<file path="config.mk">
export PLATFORM = sky130hd
export DESIGN_NAME = seq_booth_mult
export DESIGN_NICKNAME = d
export VERILOG_FILES = /design/src/rtl/seq_booth_mult.sv
export SDC_FILE = /design/constraint.sdc
export NUM_CORES = 1
export LEC_CHECK = 0
export ABC_AREA = 0
export BUFFER_PORTS_ARGS = -buffer_cell sky130_fd_sc_hd__clkbuf_2
export CORE_ASPECT_RATIO = 0.8
export CORE_UTILIZATION = 30
export CTS_CLUSTER_DIAMETER = 60
export DETAILED_ROUTE_END_ITERATION = 10
export GPL_TIMING_DRIVEN = 0
export PLACE_DENSITY = 0.54
export SYNTH_ARGS = -nofsm -noshare
export SYNTH_HDL_FRONTEND = slang
export SYNTH_SLANG_ARGS = --single-unit
</file>
<file path="constraint.sdc">
create_clock -name clk -period 14.05 [get_ports clk]
set_input_delay 4.215 -clock clk [delete_from_list [all_inputs] [get_ports clk]]
set_output_delay 4.215 -clock clk [all_outputs]
set_load 0.01 [all_outputs]
</file>
<file path="src/rtl/seq_booth_mult.sv">
// Sequential Booth multiplier (radix-2 or radix-4) for signed or unsigned N-bit operands.
// Shares one (N+2)-bit extended datapath between both signedness modes.
module seq_booth_mult #(
    parameter int N      = 32,
    parameter bit RADIX4 = 1'b1
) (
    input  logic           clk,
    input  logic           reset,
    input  logic           start,
    output logic           in_ready,
    input  logic           tc,
    input  logic [N-1:0]   mcand,
    input  logic [N-1:0]   mplier,
    input  logic           abort,
    output logic           out_valid,
    input  logic           out_ready,
    output logic [2*N-1:0] product
);

    localparam int W    = N + 2;
    localparam int AW   = N + 4;
    localparam int SW   = AW + W + 1;
    localparam int SH   = RADIX4 ? 2 : 1;
    localparam int ITER = RADIX4 ? (N / 2 + 1) : (N + 1);
    localparam int CW   = $clog2(N + 2);

    typedef enum logic [1:0] {
        IDLE = 2'd0,
        RUN  = 2'd1,
        DONE = 2'd2
    } state_t;

    state_t         state_r, state_s;
    logic [AW-1:0]  acc_r, acc_s;
    logic [W-1:0]   mcd_r, mcd_s;
    logic [W-1:0]   mpl_r, mpl_s;
    logic           qm1_r, qm1_s;
    logic [CW-1:0]  cnt_r, cnt_s;
    logic [2*N-1:0] product_r, product_s;
    logic           out_valid_r, out_valid_s;

    logic           in_ready_s;
    logic           load_s, step_en_s, finish_s, release_s;
    logic [AW-1:0]  mcd_ext_s, pp_s, sum_s;
    logic [SW-1:0]  step_s;
    logic [AW-1:0]  acc_step_s;
    logic [W-1:0]   mpl_step_s;
    logic           qm1_step_s;
    logic [2*N-1:0] prod_step_s;

    // One Booth step: select partial product, add, arithmetic shift, and form the final product view.
    always_comb begin
        mcd_ext_s = {{(AW-W){mcd_r[W-1]}}, mcd_r};
        pp_s      = {AW{1'b0}};
        if (RADIX4) begin
            case ({mpl_r[1:0], qm1_r})
                3'b001, 3'b010: pp_s = mcd_ext_s;
                3'b011:         pp_s = {mcd_ext_s[AW-2:0], 1'b0};
                3'b100:         pp_s = -{mcd_ext_s[AW-2:0], 1'b0};
                3'b101, 3'b110: pp_s = -mcd_ext_s;
                default:        pp_s = {AW{1'b0}};
            endcase
        end else begin
            case ({mpl_r[0], qm1_r})
                2'b01:   pp_s = mcd_ext_s;
                2'b10:   pp_s = -mcd_ext_s;
                default: pp_s = {AW{1'b0}};
            endcase
        end
        sum_s  = acc_r + pp_s;
        step_s = $signed({sum_s, mpl_r, qm1_r}) >>> SH;
        {acc_step_s, mpl_step_s, qm1_step_s} = step_s;
        // After the last step the low product bits have been shifted into the multiplier register.
        if (RADIX4) begin
            prod_step_s = {acc_step_s[N-3:0], mpl_step_s};
        end else begin
            prod_step_s = {acc_step_s[N-2:0], mpl_step_s[W-1:1]};
        end
    end

    // Control FSM: next state and datapath commands.
    always_comb begin
        in_ready_s = (state_r == IDLE) || ((state_r == DONE) && out_ready);
        state_s    = state_r;
        load_s     = 1'b0;
        step_en_s  = 1'b0;
        finish_s   = 1'b0;
        release_s  = 1'b0;
        case (state_r)
            IDLE: begin
                if (start) begin
                    load_s  = 1'b1;
                    state_s = RUN;
                end else begin
                    state_s = IDLE;
                end
            end
            RUN: begin
                if (abort) begin
                    state_s = IDLE;
                end else begin
                    step_en_s = 1'b1;
                    if (cnt_r == CW'(1)) begin
                        finish_s = 1'b1;
                        state_s  = DONE;
                    end else begin
                        state_s = RUN;
                    end
                end
            end
            DONE: begin
                if (out_ready) begin
                    release_s = 1'b1;
                    if (start) begin
                        load_s  = 1'b1;
                        state_s = RUN;
                    end else begin
                        state_s = IDLE;
                    end
                end else begin
                    state_s = DONE;
                end
            end
            default: begin
                state_s = IDLE;
            end
        endcase
    end

    // Datapath next values: operand load, Booth iteration, result capture.
    always_comb begin
        acc_s       = acc_r;
        mcd_s       = mcd_r;
        mpl_s       = mpl_r;
        qm1_s       = qm1_r;
        cnt_s       = cnt_r;
        product_s   = product_r;
        out_valid_s = out_valid_r;
        if (load_s) begin
            mcd_s = {{2{tc & mcand[N-1]}}, mcand};
            mpl_s = {{2{tc & mplier[N-1]}}, mplier};
            qm1_s = 1'b0;
            acc_s = {AW{1'b0}};
            cnt_s = CW'(ITER);
        end else if (step_en_s) begin
            acc_s = acc_step_s;
            mpl_s = mpl_step_s;
            qm1_s = qm1_step_s;
            cnt_s = cnt_r - CW'(1);
        end else begin
            cnt_s = cnt_r;
        end
        if (finish_s) begin
            product_s   = prod_step_s;
            out_valid_s = 1'b1;
        end else if (release_s) begin
            out_valid_s = 1'b0;
        end else begin
            out_valid_s = out_valid_r;
        end
    end

    // State and datapath registers.
    always_ff @(posedge clk or negedge reset) begin
        if (!reset) begin
            state_r     <= IDLE;
            acc_r       <= {AW{1'b0}};
            mcd_r       <= {W{1'b0}};
            mpl_r       <= {W{1'b0}};
            qm1_r       <= 1'b0;
            cnt_r       <= {CW{1'b0}};
            product_r   <= {(2*N){1'b0}};
            out_valid_r <= 1'b0;
        end else begin
            state_r     <= state_s;
            acc_r       <= acc_s;
            mcd_r       <= mcd_s;
            mpl_r       <= mpl_s;
            qm1_r       <= qm1_s;
            cnt_r       <= cnt_s;
            product_r   <= product_s;
            out_valid_r <= out_valid_s;
        end
    end

    assign in_ready  = in_ready_s;
    assign out_valid = out_valid_r;
    assign product   = product_r;

endmodule

</file>
==> impl_metrics.env, run 1 <==
export IMPL_status="finished clean"
export IMPL_cp_num_buf_inv=2
export IMPL_place_hpwl_um=25740
export IMPL_synth_top_family_by_area="simple AND/OR/NAND/NOR gates"
export IMPL_synth_simple_gate_area_share_pct=21.30
export IMPL_ys_ff_latch=175
export IMPL_start_util_pct=30.72
export IMPL_timing_fmax_ghz=0.1102
export IMPL_whs_ns=0.4753
export IMPL_core_um2=33930
export IMPL_via_per_inst=5.124
export IMPL_tns_ns=0
export IMPL_nets=1498
export IMPL_stdcell_area_um2=12310
export IMPL_drtPass1Iterations=6
export IMPL_synth_adder_area_share_pct=4.754
export IMPL_die_area_um2=35500
export IMPL_synth_area_per_cell_um2=8.446
export IMPL_cts_made_buffers=17
export IMPL_rsz0062_at_grt="no"
export IMPL_cts_resized=0
export IMPL_path_max_fanout=3
export IMPL_ant_nets=0
export IMPL_p_leak_nw=5.684
export IMPL_hold_path_class="reg -> reg"
export IMPL_area_growth_pct=18.12
export IMPL_die_y_um=168.7
export IMPL_synthMuxAreaShare_pct=4.070
export IMPL_grt_antenna_before_repair=1
export IMPL_rows=60
export IMPL_p_per_area_nw_per_um2=277.9
export IMPL_setup_viol=0
export IMPL_critical_path_top_delay_family="simple AND/OR/NAND/NOR gates"
export IMPL_drt_initial_drc_count=831
export IMPL_cts_hold_buffers=0
export IMPL_worstSetupPathType="in -> out"
export IMPL_clock_skew_final_ns=0.01502
export IMPL_grt_pass1_wl_um=53130
export IMPL_clkTransAtPathRegs_ns=0.07
export IMPL_cp_common_cell="clkbuf_2"
export IMPL_placed_area_um2=11720
export IMPL_final_common_cell="nand2_1"
export IMPL_cts_tree="done"
export IMPL_slew_headroom_pct=14.33
export IMPL_synth_compound_area_share_pct=17.94
export IMPL_final_period_utilization_pct=64.59
export IMPL_die_w_um=210.4
export IMPL_synth_top_area_share_pct=42.02
export IMPL_vias=9566
export IMPL_syn_inst=1234
export IMPL_netlist_top_cell_by_area="dfrtp_1"
export IMPL_worstSetupEndpointType="primary output"
export IMPL_io_pins=136
export IMPL_post_cts_buffers=0
export IMPL_synth_flop_cell="dfrtp_1"
export IMPL_synthDistinctLibCells=58
export IMPL_htree_levels=4
export IMPL_cts_sinks=175
export IMPL_clkLatencyLatePin_ns=0.45
export IMPL_gr_usage_all_layers_pct=19.55
export IMPL_worst_path_largest_cell_delay_ns=0.25
export IMPL_synth_edf_count=0
export IMPL_tightestPinTransition_ns=1.269
export IMPL_grt_overflow=0
export IMPL_cts_path_max_buffers=2
export IMPL_final_util_pct=36.28
export IMPL_final_hold_violation_count=0
export IMPL_synth_xor_area_share_pct=6.291
export IMPL_grt_max_degree=100
export IMPL_grt_pass1_vias=9022
export IMPL_vdd_drop_max_mv=0.08120
export IMPL_synthTopCellsByArea="dfrtp_1 42%, nand2_1 10%, o21ai_0 5.4%, ha_1 4.6%, xnor2_1 4.4%"
export IMPL_place_ws_ns=4.997
export IMPL_layout_common_cells="286 x nand2_1, 175 x dfrtp_1, 134 x clkbuf_2"
export IMPL_cp_required_ns=9.84
export IMPL_layout_setup_ws_ns=4.975
export IMPL_synth_fp_nets=1343
export IMPL_cap_violations=0
export IMPL_path_cells="clkbuf_2 > nand2b_1 > nor2b_1 > clkbuf_2"
export IMPL_io_buffer_count=135
export IMPL_synth_area_um2=10420
export IMPL_wl_per_cell_um=18.30
export IMPL_ys_warn_count=0
export IMPL_synthArstFlopShare_pct=100.0
export IMPL_place_congestion=0.9342
export IMPL_crit_path_start_kind="input port"
export IMPL_cts_root_buf="clkbuf_16"
export IMPL_cp_slowest_cell="nor2b_1"
export IMPL_min_period_ns=9.075
export IMPL_nFillCells=3576
export IMPL_worst_ep_arrival_time_ns=4.86
export IMPL_drcViolationCount=0
export IMPL_finalMaxSlewViolations=0
export IMPL_drt_total_wl_um=34170
export IMPL_synth_seq_area_share_pct=42.02
export IMPL_drive_gt1_share_pct=15.49
flip-flops by register name, indices dropped and copies added (netlist names):
signal / count
acc_r: 34
out_valid: 1
state_r: 2
product: 64
qm1_r: 1
mcd_r: 33
cnt_r: 6
mpl_r: 34
cell families after synthesis:
group / after synthesis
DFF: 175
xor gates and xnor gates: 74
and+or+nand+nor: 506
muxes: 38
buffers and inverters: 100
adders and majority gates: 39
AOI/OAI and AO/OA: 302
worst paths after layout:
kind                                    startpoint                       to  slack [ns]  depth (start not counted)
min in group asynchronous                    reset  product[23]$_DFFE_PN0P_        3.81                          1
hold reg to reg            product[63]$_DFFE_PN0P_  product[63]$_DFFE_PN0P_        0.48                          2
setup reg to reg              mcd_r[1]$_DFFE_PN0P_    acc_r[34]$_DFFE_PN0P_        8.00                         22
max in group asynchronous                    reset  product[57]$_DFFE_PN0P_        9.31                          2
hold / removal             product[63]$_DFFE_PN0P_  product[63]$_DFFE_PN0P_        0.48                          2
setup / recovery                         out_ready                 in_ready        4.98                          4
power breakdown:
group          internal (mW)  switching (mW)  total (mW)
combinational          0.723            1.31        2.04
sequential             0.719           0.169       0.888
clock                  0.271           0.224       0.496
synthesized netlist by cell type, types with 9 or more instances:
cell	n
xnor2_1	52
nand3_1	51
buf_1	9
a221oi_1	11
a21o_1	21
a31oi_1	27
dfrtp_1	175
nand2_1	286
ha_1	38
o21ai_0	113
clkbuf_1	75
a22oi_1	20
inv_1	13
xor2_1	21
a21oi_1	54
nand2b_1	10
nor2_1	74
o21a_1	9
nor3_1	20
mux2_2	35
nor4_1	11
or3_1	12
layer usage:
| metal | track usage [%] | part of all wire (%) |
|---|---|---|
| met1 | 30.56 | 52 |
| met4 | 5.104 | 1.4 |
| met5 | 0 | 0 |
| met3 | 3.859 | 6.7 |
| met2 | 26.85 | 40 |
layout make-up:
type	instances	area, um^2	share of cell area (%)
clock buffers	19	442.9	3.598
inverters	13	48.80	0.3964
clock inverters	12	148.9	1.209
plain buffers	87	330.3	2.683
flip-flops and latches	175	4379	35.57
well taps	465	581.8	4.726
diodes	1	2.502	0.02033
repair buffers	136	711.9	5.783
multi-input cells	959	5664	46.01
metrics by stage:
step                instances  total power [mW]
finish                   1867             3.422
global route             1866             3.687
CTS                      1866             3.405
detailed placement       1835             2.899
global placement         1834             2.874
floorplan                1234             2.229
worst register-to-register path, stage by stage (launching register included):
cell      delay (ns)
dfrtp_1         0.43
inv_1           0.12
ha_1            0.23
or3b_2          0.53
nor3_1          0.51
nand2b_1        0.24
or4_1           0.52
or4_1           0.46
nand2_1         0.11
xnor2_1         0.09
a221oi_1        0.33
a21oi_1         0.08
ha_1            0.29
clkbuf_1        0.18
a21o_1          0.23
a21o_1          0.17
a21oi_1         0.24
o21ai_0         0.23
a31oi_1         0.20
o311ai_0        0.19
xnor2_1         0.18
or3_1           0.32
o21ai_0         0.08
Power figures use the tool's default switching activity.
==> inputs of run 2 (changes only) <==
Settings changed: PLACE_DENSITY 0.54 to 0.56.
Clock period 14.05 ns to 8.2 ns, I/O delays scaled along.
==> impl_metrics.env, run 2 (same netlist as run 1, synthesis figures left out) <==
export IMPL_cts_made_buffers=17
export IMPL_path_max_fanout=8
export IMPL_drtPass1Iterations=5
export IMPL_cts_root_buf="clkbuf_16"
export IMPL_worst_path_largest_cell_delay_ns=0.55
export IMPL_p_leak_nw=5.716
export IMPL_cap_violations=0
export IMPL_timing_fmax_ghz=0.1650
export IMPL_rsz0062_at_grt="no"
export IMPL_cp_common_cell="a21oi_1"
export IMPL_clkLatencyLatePin_ns=0.44
export IMPL_min_period_ns=6.062
export IMPL_die_w_um=210.4
export IMPL_grt_antenna_before_repair=1
export IMPL_grt_overflow=0
export IMPL_p_per_area_nw_per_um2=479.8
export IMPL_io_buffer_count=135
export IMPL_place_congestion=0.9350
export IMPL_hold_path_class="reg -> reg"
export IMPL_cp_slowest_cell="o22ai_1"
export IMPL_worstSetupPathType="reg -> reg"
export IMPL_die_y_um=168.7
export IMPL_final_period_utilization_pct=73.92
export IMPL_rows=60
export IMPL_vias=9614
export IMPL_slew_headroom_pct=19.39
export IMPL_cts_sinks=175
export IMPL_place_ws_ns=2.320
export IMPL_antenna_cells=0
export IMPL_ant_nets=0
export IMPL_status="finished clean"
export IMPL_drive_gt1_share_pct=15.55
export IMPL_worstSetupEndpointType="flop"
export IMPL_cts_resized=0
export IMPL_nets=1498
export IMPL_tns_ns=0
export IMPL_wl_per_cell_um=18.07
export IMPL_io_pins=136
export IMPL_vdd_drop_max_mv=0.1622
export IMPL_die_area_um2=35500
export IMPL_drcViolationCount=0
export IMPL_layout_setup_ws_ns=2.138
export IMPL_start_util_pct=30.72
export IMPL_largest_register_ffs=64
export IMPL_clock_skew_final_ns=0.01201
export IMPL_grt_max_degree=95
export IMPL_place_hpwl_um=25540
export IMPL_drt_total_wl_um=33730
export IMPL_cp_required_ns=8.56
export IMPL_cts_path_max_buffers=2
export IMPL_crit_path_start_kind="flop"
export IMPL_nFillCells=3573
export IMPL_grt_pass1_wl_um=53010
export IMPL_layout_common_cells="286 x nand2_1, 175 x dfrtp_1, 134 x clkbuf_2"
export IMPL_grt_pass1_vias=9119
export IMPL_path_cells="inv_1 > ha_1 > or3b_2 > nor3_1 > nand2_1 > or3_1 > a21oi_1 > o221ai_1 > o22ai_1 > ha_1 > clkbuf_1 > a21oi_1 > o21ai_0 > nor3_1 > a21oi_1 > a32oi_1 > o311ai_0 > xnor2_1 > or3_1 > o21ai_0"
export IMPL_setup_viol=0
export IMPL_drt_initial_drc_count=678
export IMPL_area_growth_pct=18.79
export IMPL_clkTransAtPathRegs_ns=0.07
export IMPL_gr_usage_all_layers_pct=19.37
export IMPL_worst_ep_arrival_time_ns=6.42
export IMPL_final_common_cell="nand2_1"
export IMPL_htree_levels=4
export IMPL_tightestPinTransition_ns=1.194
export IMPL_post_cts_buffers=0
export IMPL_finalMaxSlewViolations=0
export IMPL_cts_tree="done"
export IMPL_core_um2=33930
export IMPL_final_hold_violation_count=0
export IMPL_cts_hold_buffers=0
export IMPL_via_per_inst=5.149
-- run 2: cell count changes in the layout (fill, tap and decap cells not counted), sizes merged --
cell	delta
bufinv	+2
clkinv	-1
diode	-1
-- run 2: power breakdown --
| part | internal, mW | switching (mW) |
|---|---|---|
| Combinational | 1.24 | 2.25 |
| Sequential | 1.23 | 0.292 |
| Clock | 0.534 | 0.394 |
| Total | 3.01 | 2.94 |
-- run 2: final timing paths --
check                                   startpoint                 endpoint  slack [ns]  cells past startpoint
setup / recovery              mcd_r[1]$_DFFE_PN0P_    acc_r[34]$_DFFE_PN0P_        2.14                     20
hold / removal             product[37]$_DFFE_PN0P_  product[37]$_DFFE_PN0P_        0.48                      2
setup reg to reg              mcd_r[1]$_DFFE_PN0P_    acc_r[34]$_DFFE_PN0P_        2.14                     20
hold reg to reg            product[37]$_DFFE_PN0P_  product[37]$_DFFE_PN0P_        0.48                      2
max in group asynchronous                    reset    acc_r[16]$_DFFE_PN0P_        5.19                      2
min in group asynchronous                    reset  product[23]$_DFFE_PN0P_        2.06                      1
-- run 2: per-layer routing --
metal	part of all wire (%)	track usage, %	up-vias
met5	0	0	-
met3	7.3	4.212	19
met2	41	26.95	317
met4	0.90	4.127	0
li1	-	-	4635
met1	51	30.13	4643
-- run 2: worst max-delay path: cells and delay by family (launching register included) --
family | cells | cell delay (ns)
compound gates | 9 | 2.48
simple gates | 6 | 2.05
flops | 1 | 0.44
fa+ha+maj | 2 | 0.44
buf+inv | 2 | 0.42
xor+xnor | 1 | 0.15
-- run 2: area by class of cell --
class | instances | area, um^2 | share of cell area, %
repair buffers | 136 | 711.9 | 5.750
clock inverters | 13 | 221.5 | 1.789
flip-flops and latches | 175 | 4379 | 35.37
well taps | 465 | 581.8 | 4.699
plain buffers | 87 | 330.3 | 2.668
clock buffers | 19 | 442.9 | 3.578
inverters | 13 | 48.80 | 0.3941
multi-input cells | 959 | 5664 | 45.75
-- run 2: metrics by stage --
step | area, um^2 | hold slack (ns) | cells | util [%] | total power, mW
finish | 12380 | 0.4774 | 1867 | 36.49 | 5.940
global route | 12380 | 0.4974 | 1867 | 36.49 | 6.420
CTS | 12380 | 0.4870 | 1867 | 36.49 | 5.919
detailed placement | 11720 | 0.4698 | 1835 | 34.53 | 4.971
global placement | 11680 | 0.4650 | 1834 | 34.42 | 4.928
floorplan | 10420 | 0.4563 | 1234 | - | 3.819
==> inputs of run 3 (changes only) <==
Clock period 8.2 ns to 5.1 ns, I/O delays scaled along.
==> impl_metrics.env, run 3 (same netlist as run 1, synthesis figures left out) <==
export IMPL_internal_power_mw=5.054
export IMPL_whs_endpoint="product[37]$_DFFE_PN0P_"
export IMPL_min_from="product[37]$_DFFE_PN0P_"
export IMPL_drcViolationCount=0
export IMPL_drt_initial_drc_count=780
export IMPL_nFillCells=3543
export IMPL_p_leak_nw=5.826
export IMPL_crit_path_start_kind="flop"
export IMPL_largest_register_ffs=64
export IMPL_wl_per_cell_um=18.19
export IMPL_cts_made_buffers=17
export IMPL_vias=9670
export IMPL_clkLatencyLatePin_ns=0.44
export IMPL_place_hpwl_um=25540
export IMPL_finalMaxSlewViolations=0
export IMPL_start_util_pct=30.72
export IMPL_timing_fmax_ghz=0.2022
export IMPL_cts_hold_buffers=0
export IMPL_ant_nets=0
export IMPL_total_power_mw=9.942
export IMPL_final_util_pct=37.53
export IMPL_drive_gt1_share_pct=19.46
export IMPL_p_per_area_nw_per_um2=780.8
export IMPL_grt_max_degree=95
export IMPL_r2r_end="acc_r[34]$_DFFE_PN0P_"
export IMPL_place_congestion=0.9350
export IMPL_die_y_um=168.7
export IMPL_setup_viol=0
export IMPL_worstSetupPathType="reg -> reg"
export IMPL_cp_common_cell="or3_4"
export IMPL_io_buffer_count=135
export IMPL_antenna_cells=0
export IMPL_die_area_um2=35500
export IMPL_swShare_pct=49.17
export IMPL_vdd_drop_max_mv=0.2852
export IMPL_comb_power_share_pct=60.3
export IMPL_status="finished clean"
export IMPL_worstSetupEndpointType="flop"
export IMPL_slew_headroom_pct=27.87
export IMPL_grt_antenna_before_repair=1
export IMPL_worst_path_largest_cell_delay_ns=0.43
export IMPL_stdcell_area_um2=12730
export IMPL_hold_path_class="reg -> reg"
export IMPL_tns_ns=0
export IMPL_layout_common_cells="285 x nand2_1, 174 x dfrtp_1, 137 x clkbuf_2"
export IMPL_drt_total_wl_um=34070
export IMPL_hold_path_depth=2
export IMPL_worst_ep_arrival_time_ns=5.30
export IMPL_min_period_ns=4.946
export IMPL_r2r_start="mcd_r[1]$_DFFE_PN0P_"
export IMPL_cp_slowest_cell="or3_4"
export IMPL_die_w_um=210.4
export IMPL_final_hold_violation_count=0
export IMPL_pwr_share_clk_pct=15.0
export IMPL_final_common_cell="nand2_1"
export IMPL_cts_root_buf="clkbuf_16"
export IMPL_clock_skew_final_ns=0.01433
export IMPL_path_cells="or3_4 > or4_1 > buf_4 > or3_4 > or3_4 > or3_4 > and2_4 > xor2_2 > a221oi_2 > a31oi_1 > ha_2 > a21o_1 > a21o_1 > a21oi_2 > o21ai_2 > a31oi_1 > o311ai_2 > xnor2_1 > or3_1 > o21ai_0"
export IMPL_io_pins=136
export IMPL_cts_tree="done"
export IMPL_layout_setup_ws_ns=0.1543
export IMPL_place_ws_ns=-0.7802
export IMPL_via_per_inst=5.163
export IMPL_ff2ff_setup_slack_ns=0.15
export IMPL_core_um2=33930
export IMPL_area_growth_pct=22.17
export IMPL_final_period_utilization_pct=96.97
export IMPL_cts_path_max_buffers=2
export IMPL_critical_path_top_delay_family="simple AND/OR/NAND/NOR gates"
export IMPL_cp_num_buf_inv=1
export IMPL_grt_pass1_wl_um=53210
export IMPL_placed_area_um2=11720
export IMPL_tightestPinTransition_ns=1.068
export IMPL_p_seq_share_pct=24.7
export IMPL_drtPass1Iterations=5
export IMPL_cts_sinks=175
export IMPL_r2r_cells=20
export IMPL_cap_violations=0
export IMPL_grt_overflow=0
export IMPL_htree_levels=4
export IMPL_cp_required_ns=5.46
export IMPL_gr_usage_all_layers_pct=19.43
export IMPL_clkTransAtPathRegs_ns=0.07
export IMPL_grt_pass1_vias=9126
export IMPL_nets=1504
export IMPL_p_switching_mw=4.888
export IMPL_path_max_fanout=7
export IMPL_rows=60
-- run 3: changes by cell type in the layout (fill, tap and decap cells not counted), moves of 7 or more --
cell      before  now
buf_4          0   12
ha_1          38   31
clkbuf_1      76   69
o21ai_0      113  106
-- run 3: metal layers --
layer | vias up | track usage (%) | wire (um) | part of all wire (%)
met5 | - | 0 | 0 | 0
met4 | 0 | 4.064 | 300 | 0.88
met3 | 19 | 4.193 | 2309 | 6.8
met2 | 312 | 27.08 | 14050 | 41
met1 | 4688 | 30.24 | 17410 | 51
li1 | 4651 | - | - | -
-- run 3: worst register-to-register path, stage by stage (launching register included) --
cell	delay, ns
dfrtp_1	0.39
or3_4	0.43
or4_1	0.41
buf_4	0.18
or3_4	0.36
or3_4	0.35
or3_4	0.35
and2_4	0.17
xor2_2	0.14
a221oi_2	0.25
a31oi_1	0.09
ha_2	0.25
a21o_1	0.17
a21o_1	0.18
a21oi_2	0.17
o21ai_2	0.10
a31oi_1	0.18
o311ai_2	0.15
xnor2_1	0.18
or3_1	0.31
o21ai_0	0.07
-- run 3: final cells by class --
cell class	instances	area [um^2]	share of cell area, %
sequential	175	4380	34.40
inverter	13	48.80	0.3832
clock buffer	19	442.9	3.478
clock inverter	13	221.5	1.739
buffer	82	317.8	2.496
timing repair buffer	147	794.5	6.240
tap	465	581.8	4.569
multi-input combinational	959	5946	46.69
-- run 3: power by group through the flow --
stage          combinational, mW  clock, mW  sequential (mW)
6_report                    5.99       1.49             2.46
4_1_cts                     5.66       1.52             2.44
3_5_place_dp                5.53          0             2.47
3_3_place_gp                5.46          0             2.46
2_1_floorplan               3.72          0             2.42
5_1_grt                     6.60       1.58             2.54
-- run 3: worst max-delay path by stage --
stage / end / startpoint / cells past startpoint / slack (ns)
6_report: acc_r[34]$_DFFE_PN0P_ / mcd_r[1]$_DFFE_PN0P_ / 20 / 0.15
4_1_cts: acc_r[34]$_DFFE_PN0P_ / mcd_r[1]$_DFFE_PN0P_ / 21 / -0.01
3_5_place_dp: acc_r[34]$_DFFE_PN0P_ / mcd_r[1]$_DFFE_PN0P_ / 22 / -0.78
2_1_floorplan: acc_r[34]$_DFFE_PN0P_ / mcd_r[1]$_DFFE_PN0P_ / 22 / 0.15
5_1_grt: acc_r[34]$_DFFE_PN0P_ / mcd_r[0]$_DFFE_PN0P_ / 19 / -0.09
3_3_place_gp: product[47]$_DFFE_PN0P_ / reset / 1 / -0.95
-- run 3: timing repair --
action	CTS	global route
pin swaps	6	20
gates resized for setup	21	50
gates cloned	0	0
buffers inserted	7	4
endpoints found under the hold margin	0	0
endpoints found under the setup margin	27	27
-- run 3: metrics by stage --
stage / instances / hold slack (ns)
4_1_cts: 1870 / 0.4870
5_1_grt: 1873 / 0.4974
3_5_place_dp: 1835 / 0.4698
2_1_floorplan: 1234 / 0.4563
3_3_place_gp: 1834 / 0.4650
6_report: 1873 / 0.4777
